`src/rtl/regfile_2w2r_clr.sv`:
```
`default_nettype none
// ============================================================================
// Module   : regfile_2w2r_clr
// Purpose  : DEPTH x DATA_W register file, 2 write / 2 combinational read ports,
//            optional bypass and zero register, plus a sequential bulk-clear engine.
// Revision : 1.0  initial parametrised release
// ============================================================================
module regfile_2w2r_clr #(
    parameter int DATA_W  = 8,
    parameter int ADDR_W  = 3,
    parameter int ZERO_R0 = 0,
    parameter int BYPASS  = 1
) (
    input  logic                  CLK,
    input  logic                  RESET,
    input  logic [ADDR_W-1:0]     SA,
    input  logic [ADDR_W-1:0]     SB,
    output logic [DATA_W-1:0]     DataA,
    output logic [DATA_W-1:0]     DataB,
    input  logic                  LD0,
    input  logic [ADDR_W-1:0]     DR0,
    input  logic [DATA_W-1:0]     D_in0,
    input  logic                  LD1,
    input  logic [ADDR_W-1:0]     DR1,
    input  logic [DATA_W-1:0]     D_in1,
    input  logic                  CLR_REQ,
    output logic                  CLR_BUSY,
    output logic                  CLR_DONE,
    output logic [2**ADDR_W-1:0]  DIRTY
);

    localparam int DEPTH = 2**ADDR_W;

    typedef enum logic [1:0] {
        IDLE  = 2'd0,
        CLEAR = 2'd1,
        DONE  = 2'd2
    } state_t;

    state_t                 state;
    state_t                 state_next;
    logic [ADDR_W-1:0]      ptr;
    logic [DATA_W-1:0]      mem [DEPTH];
    logic [DEPTH-1:0]       dirty;
    logic                   busy;
    logic                   wr0_ok;
    logic                   wr1_ok;

    assign busy = (state == CLEAR);

    // A write is accepted only outside the clear sweep and never to a hard-wired zero entry.
    assign wr0_ok = LD0 && !busy && !((ZERO_R0 != 0) && (DR0 == '0));
    assign wr1_ok = LD1 && !busy && !((ZERO_R0 != 0) && (DR1 == '0));

    always_ff @(posedge CLK) begin
        if (RESET) begin
            state <= IDLE;
        end else begin
            state <= state_next;
        end
    end

    always_comb begin
        state_next = state;
        CLR_BUSY   = 1'b0;
        CLR_DONE   = 1'b0;
        case (state)
            IDLE: begin
                if (CLR_REQ) begin
                    state_next = CLEAR;
                end
            end
            CLEAR: begin
                CLR_BUSY = 1'b1;
                if (ptr == ADDR_W'(DEPTH - 1)) begin
                    state_next = DONE;
                end
            end
            DONE: begin
                CLR_DONE   = 1'b1;
                state_next = IDLE;
            end
            default: begin
                state_next = IDLE;
            end
        endcase
    end

    // Pointer idles at zero so the sweep always starts from entry 0.
    always_ff @(posedge CLK) begin
        if (RESET || !busy) begin
            ptr <= '0;
        end else begin
            ptr <= ptr + 1'b1;
        end
    end

    // Port 1 is assigned last so it wins an address collision.
    always_ff @(posedge CLK) begin
        if (RESET) begin
            for (int i = 0; i < DEPTH; i++) begin
                mem[i] <= '0;
            end
            dirty <= '0;
        end else if (busy) begin
            mem[ptr]   <= '0;
            dirty[ptr] <= 1'b0;
        end else begin
            if (wr0_ok) begin
                mem[DR0]   <= D_in0;
                dirty[DR0] <= 1'b1;
            end
            if (wr1_ok) begin
                mem[DR1]   <= D_in1;
                dirty[DR1] <= 1'b1;
            end
        end
    end

    assign DIRTY = dirty;

    always_comb begin
        DataA = mem[SA];
        if ((BYPASS != 0) && wr1_ok && (DR1 == SA)) begin
            DataA = D_in1;
        end else if ((BYPASS != 0) && wr0_ok && (DR0 == SA)) begin
            DataA = D_in0;
        end
        if ((ZERO_R0 != 0) && (SA == '0)) begin
            DataA = '0;
        end
    end

    always_comb begin
        DataB = mem[SB];
        if ((BYPASS != 0) && wr1_ok && (DR1 == SB)) begin
            DataB = D_in1;
        end else if ((BYPASS != 0) && wr0_ok && (DR0 == SB)) begin
            DataB = D_in0;
        end
        if ((ZERO_R0 != 0) && (SB == '0)) begin
            DataB = '0;
        end
    end

endmodule
`default_nettype wire
```
`config.mk`:
```
export PLATFORM = sky130hd
export DESIGN_NAME = regfile_2w2r_clr
export DESIGN_NICKNAME = d
export VERILOG_FILES = /design/src/rtl/regfile_2w2r_clr.sv
export SDC_FILE = /design/constraint.sdc
export NUM_CORES = 1
export LEC_CHECK = 0
export ABC_CLOCK_PERIOD_IN_PS = 2400
export CELL_PAD_IN_SITES_DETAIL_PLACEMENT = 1
export CELL_PAD_IN_SITES_GLOBAL_PLACEMENT = 1
export CORE_MARGIN = 10
export CORE_UTILIZATION = 47
export CTS_BUF_LIST = sky130_fd_sc_hd__clkbuf_8
export DETAILED_ROUTE_END_ITERATION = 10
export GPL_TIMING_DRIVEN = 0
export PLACE_DENSITY_LB_ADDON = 0.1
export SLEW_MARGIN = 30
export SYNTH_ARGS = -nofsm -noshare
export SYNTH_HDL_FRONTEND = slang
export SYNTH_SLANG_ARGS = --single-unit
```
`constraint.sdc`:
```
create_clock -name CLK -period 2.4 [get_ports CLK]
set_input_delay 0.24 -clock CLK [delete_from_list [all_inputs] [get_ports CLK]]
set_output_delay 0.24 -clock CLK [all_outputs]
set_load 0.02 [all_outputs]
```
# Word-level counts from Yosys, hierarchy flattened
# Memory sizes are Yosys's and may differ from the RTL's.
# Index checks and enable logic that the tools add are counted.
# op_classes
bitwise	4
reduce_logical	16
muxes	41
shifts	0
n_addsub	1
eq_ne	9
n_lt_le_gt_ge	6
div	0
multipliers	0
# ops
op	count
2-to-1 mux 8 bit	12
OR reduction 8 bit	3
2-to-1 mux 1 bit	20
OR 8 bit	2
== test 3 bit	4
< comparator 3 x 4 -> 1 bit (second input constant)	3
demux 1 bit (select 3 bit)	3
>= comparator 3 x 1 -> 1 bit (second input constant)	3
logical AND 1 bit	9
2-to-1 mux 3 bit	3
AND 8 bit	1
inverter 8 bit	1
2-to-1 mux 2 bit	2
case mux 2 bit (2 select lines)	1
adder 3 x 1 -> 3 bit (second input constant)	1
== test 3 bit (second input constant)	1
== test 2 x 1 -> 1 bit (second input constant)	1
== test 2 bit (second input constant)	1
zero test 2 bit	1
inequality test 2 x 1 -> 1 bit (second input constant)	1
inequality test 2 bit (second input constant)	1
AND reduction 2 bit	1
zero test 1 bit	1
logical OR 1 bit	1
# word_totals
ff_bits	13
n_memories	1
input_bits	33
wordCells	81
ram_bits	64
latchBits	0
mem_bits_ro	0
# mem_list
name	depth	width	rd	rd_clocked_by_memory_dff	write_ports	line	rtl
mem	8	8	2	0	8	43	logic [DATA_W-1:0] mem [DEPTH];

# Longest topological paths before layout
# logic_depth
word_depth	11
mapped_depth	7
depth_no_buf	5

# Worst setup path before layout
# Ideal clock, no wire load.
# synth_path
path_kind	input to output
from	in SA[0]
to	out DataA[0]
arrival_time_ns	1.816
setup_slack_ns	0.344
path_buffers	3
cell_stages	7
cell_sequence	buf_4 > buf_4 > xnor2_1 > and2_1 > clkbuf_1 > a21oi_1 > o31ai_1
# synth_between
elab_chain_cells	4
word_cells_on_any_way	7
cone_classes	2 x eq/ne; 2 x mux; 2 x reduce/logical; 1 x memory
# synth_lines
item	line	rtl
start: declaration	16	input logic [ADDR_W-1:0] SA,
parallel branches: the longest is 3 deep, another holds memory read (8 x 8 bit)	--	
2-to-1 mux 8 bit (*)	124	if ((BYPASS != 0) && wr1_ok && (DR1 == SA)) begin
end: declaration	18	output logic [DATA_W-1:0] DataA,
# Every way passes the cells marked *.

==> key figures <==
Clock network
  • Clk Latency, worst-skew pair: ~0.37 ns
  • CTS sink cnt: 77
  • Worst-path clk slew: 0.09 ns
  • CTS buffer count: 9
  • Setup Buffers After CTS: 0
  • Clock Path Buffers: 2
  • Root buffer cell: clkbuf_8
  • CTS tree: done
  • Hold_buf cts: 0
  • Max H-tree Level: 3

Min path
  • Tightest Hold Check Type: primary input to register

Timing
  • Endpoints failing hold: 0
  • Slew margin rel.: 41.32%
  • Final period util: 97.19%
  • Setup TNS: 0 ns
  • Worst slew pin tran: 0.8729 ns
  • Setup-failing EPs final: 0
  • Crit path time final: approximately 2.3 ns
  • Worst Hold Slack: roughly 0.32 ns
  • Max frequency: 428.7 MHz
  • Layout Skew: just over 0.007 ns
  • Slew Viols, Final: 0

Route
  • Initial DRT Pass Iterations: 5
  • Antenna viol nets, final: 0
  • Drc violations: 0
  • Vias: approximately 4200
  • Via density: 6.774
  • Routed WL: 17550 um
  • Iter 0 DRT Violations: 272
  • Routed len/inst: 28.54 um

Floorplan
  • Site Rows: 38
  • Starting density of the core: 47.90%
  • Die span in y: ~120 um
  • I/O pin total: 59
  • Core area: around 0.011 mm^2
  • Die area: 0.01560 mm^2
  • Die W: 124.9 um

Finish
  • # diodes: 0
  • Final Instance Area: 0.005957 mm^2
  • Final nets: 505
  • Filler Cells Inserted: 1104
  • Fin cells: ~600
  • Area growth, synth to finish: 15.22%
  • Share of cells above drive strength 1: a little over 30%

Global routing
  • Global route overflow: 0
  • GRT Overall Usage: 22.16%
  • Initial antenna violation count: 0
  • M3 GR Usage: 5.404%
  • First-pass GRT wire length: 26850 um
  • GR met1 Demand/Resource: 24.70%
  • Met2 GRT Util: 39.39%
  • Largest net degree at the start of global routing: 14
  • Vias in the first global route: 4501
  • GR peak layer: met2

Critical path
  • CP startpoint kind: register
  • Critical path origin: mem[7][3]$_DFFE_PP_
  • Max FO, Critical Path: 2
  • WP data required: around 2.2 ns
  • Crit path kind: register to primary output
  • Crit path to: DataA[3]
  • Worst Path Arrival: around 2.1 ns
  • Worst r2r path cells: 6
  • R2R Path Start: state[1]$_SDFFE_PP0P_
  • Reg-to-reg endpoint: mem[5][4]$_DFFE_PP_
  • Critical path endpoint category: primary output
  • FF-to-FF setup slack: around 0.15 ns

Job
  • Max-cap violations: 0

Yosys
  • Cells after Synth: 434
  • Avg Cell Area, Syn: approximately 12 um^2
  • Cell area after synthesis: just over 0.005 mm^2
  • Distinct cells, synth: 42
  • Mapped Nets: 469
  • Sequential area share after synthesis: 42.21%
  • Yosys top cell area share: 37.17%
  • Synth Register Bits: a little under 80
  • Top cells by area, synth: edfxtp_1 (37%), mux4_2 (14%), a22o_1 (11%)
  • Leading area contributor after synthesis: edfxtp_1
  • Ys Warns: 0

Power
  • Total Power: 3.428 mW
  • Pwr/cell area: 575.5 mW/mm^2
  • Peak VDD IR: 268.5 uV
  • Leak: 2.066 nW

Placed design
  • GPL Wtd Cong: 0.8989
  • Detailed Place HPWL: 12840 um
  • Placed Cells: between 600 and 700
  • Area after DPL: between 0.005 and 0.006 mm^2
  • IO Port Bufs: 33

Run status
  • Status: finished clean
-- cells by family (layout without fill, tap and decap cells) --
group                    after synthesis  after routing  synth area share [%]
multiplexers                          49             49                 17.62
adder cells (fa/ha/maj)                2              2                0.4839
flip-flops                            77             77                 42.21
XOR/XNOR                              12             12                 2.033
buffers and inverters                 53             94                 4.550
AND/OR/NAND/NOR                      112            112                 14.21
AO/OA/AOI/OAI                        129            129                 18.90
-- cells in the final DEF (no fill, tap or decap), types with 3 or more instances in the layout --
master           count
clkbuf_8             9
nand2_1              6
nor4_4               8
o31ai_2              8
a211o_2              4
a21oi_1             21
buf_4                6
nor2b_1              5
mux4_2              32
or3_1                5
nor2_1              11
o31ai_1              8
mux2_2              16
xnor2_1             10
clkdlybuf4s50_1     14
a22o_1              64
o21ai_0             12
edfxtp_1            64
a31oi_1              6
inv_1                4
dfxtp_1             12
nand3_1             21
nand4_1              3
and3_1               4
buf_1               16
a211o_1              4
and2_2               3
clkinv_2             3
buf_2               24
clkdlybuf4s15_2      3
nor3_1              23
clkbuf_1             3
nor3_2               3
-- metrics by stage --
stage,setup slack (ns),util [%]
floorplan,0.3437,-
global placement,-0.6856,52.59
detailed placement,-0.7287,52.59
CTS,0.02483,54.80
global route,-0.003916,55.19
finish,0.06733,55.19
-- how the worst min path moves through the flow --
stage,start,end,slack [ns],cells past startpoint
5_1_grt,DR0[0],DIRTY[7]$_SDFF_PP0_,0.34,3
4_1_cts,DR0[0],DIRTY[5]$_SDFF_PP0_,0.30,3
3_3_place_gp,state[1]$_SDFFE_PP0P_,state[0]$_SDFFE_PP0P_,0.46,1
3_5_place_dp,DIRTY[6]$_SDFF_PP0_,DIRTY[6]$_SDFF_PP0_,0.47,2
6_report,DR0[0],DIRTY[5]$_SDFF_PP0_,0.32,3
2_1_floorplan,CLR_REQ,state[0]$_SDFFE_PP0P_,0.43,2
-- power by group --
group / switching [mW] / internal, mW / leakage (nW) / total (mW)
clock: 0.529 / 0.580 / 0.105 / 1.11
sequential: 0.0353 / 1.52 / 0.773 / 1.55
combinational: 0.470 / 0.299 / 1.19 / 0.769
-- metal layers --
metal	wire [um]	up-vias
met5	0	-
met4	555	0
met3	1224	34
met2	9164	187
met1	6610	2104
li1	-	1841
-- registers in the layout, indices dropped and copies added, names as in the netlist --
name and flops:
state 2, mem 64, DIRTY 8, ptr 3
-- cell type report --
class	instances	area, um^2	share of cell area [%]
tap	140	175.2	2.941
sequential	77	2183	36.65
clock buffer	9	123.9	2.079
clock inverter	7	90.09	1.512
inverter	5	18.77	0.3151
multi-input combinational	304	2893	48.56
buffer	40	197.7	3.319
timing repair buffer	33	275.3	4.621
-- Yosys cell counts --
master and instances:
a21oi_1 21, dfxtp_1 13, or3b_1 1, nor4_2 3
nor2_1 11, nor3b_1 1, o21ai_0 12, mux4_2 32
a211o_1 8, clkbuf_1 11, and4_1 2, o31ai_1 16
inv_2 1, nand3b_1 2, buf_2 14, nand4_1 3
and2_0 1, and3_1 6, nand2_1 6, inv_1 4
nor2b_1 5, buf_4 5, or4_4 1, and3b_1 1
nand3_1 22, nor3_1 26, or2_2 1, edfxtp_1 64
mux2i_1 1, nand2b_1 2, nand2b_2 1, and2_1 5
a31oi_1 7, nor4_4 6, o31a_4 1, a22o_1 64
mux2_2 16, xnor2_1 12, ha_1 2, nand4_2 1
or3_1 5, buf_1 18
-- worst max-delay path, cell delays in order, from the launching register on --
cell and delay [ns]:
edfxtp_1 0.41, mux4_2 0.51, mux2_2 0.30, a21oi_1 0.14
o31ai_1 0.10, clkdlybuf4s15_2 0.26
-- repair_timing --
action	in CTS	in global routing
pin swaps	1	1
endpoints found under the hold margin	0	0
endpoints found under the setup margin	73	78
gates resized for setup	99	16
Power figures use the tool's default switching activity.
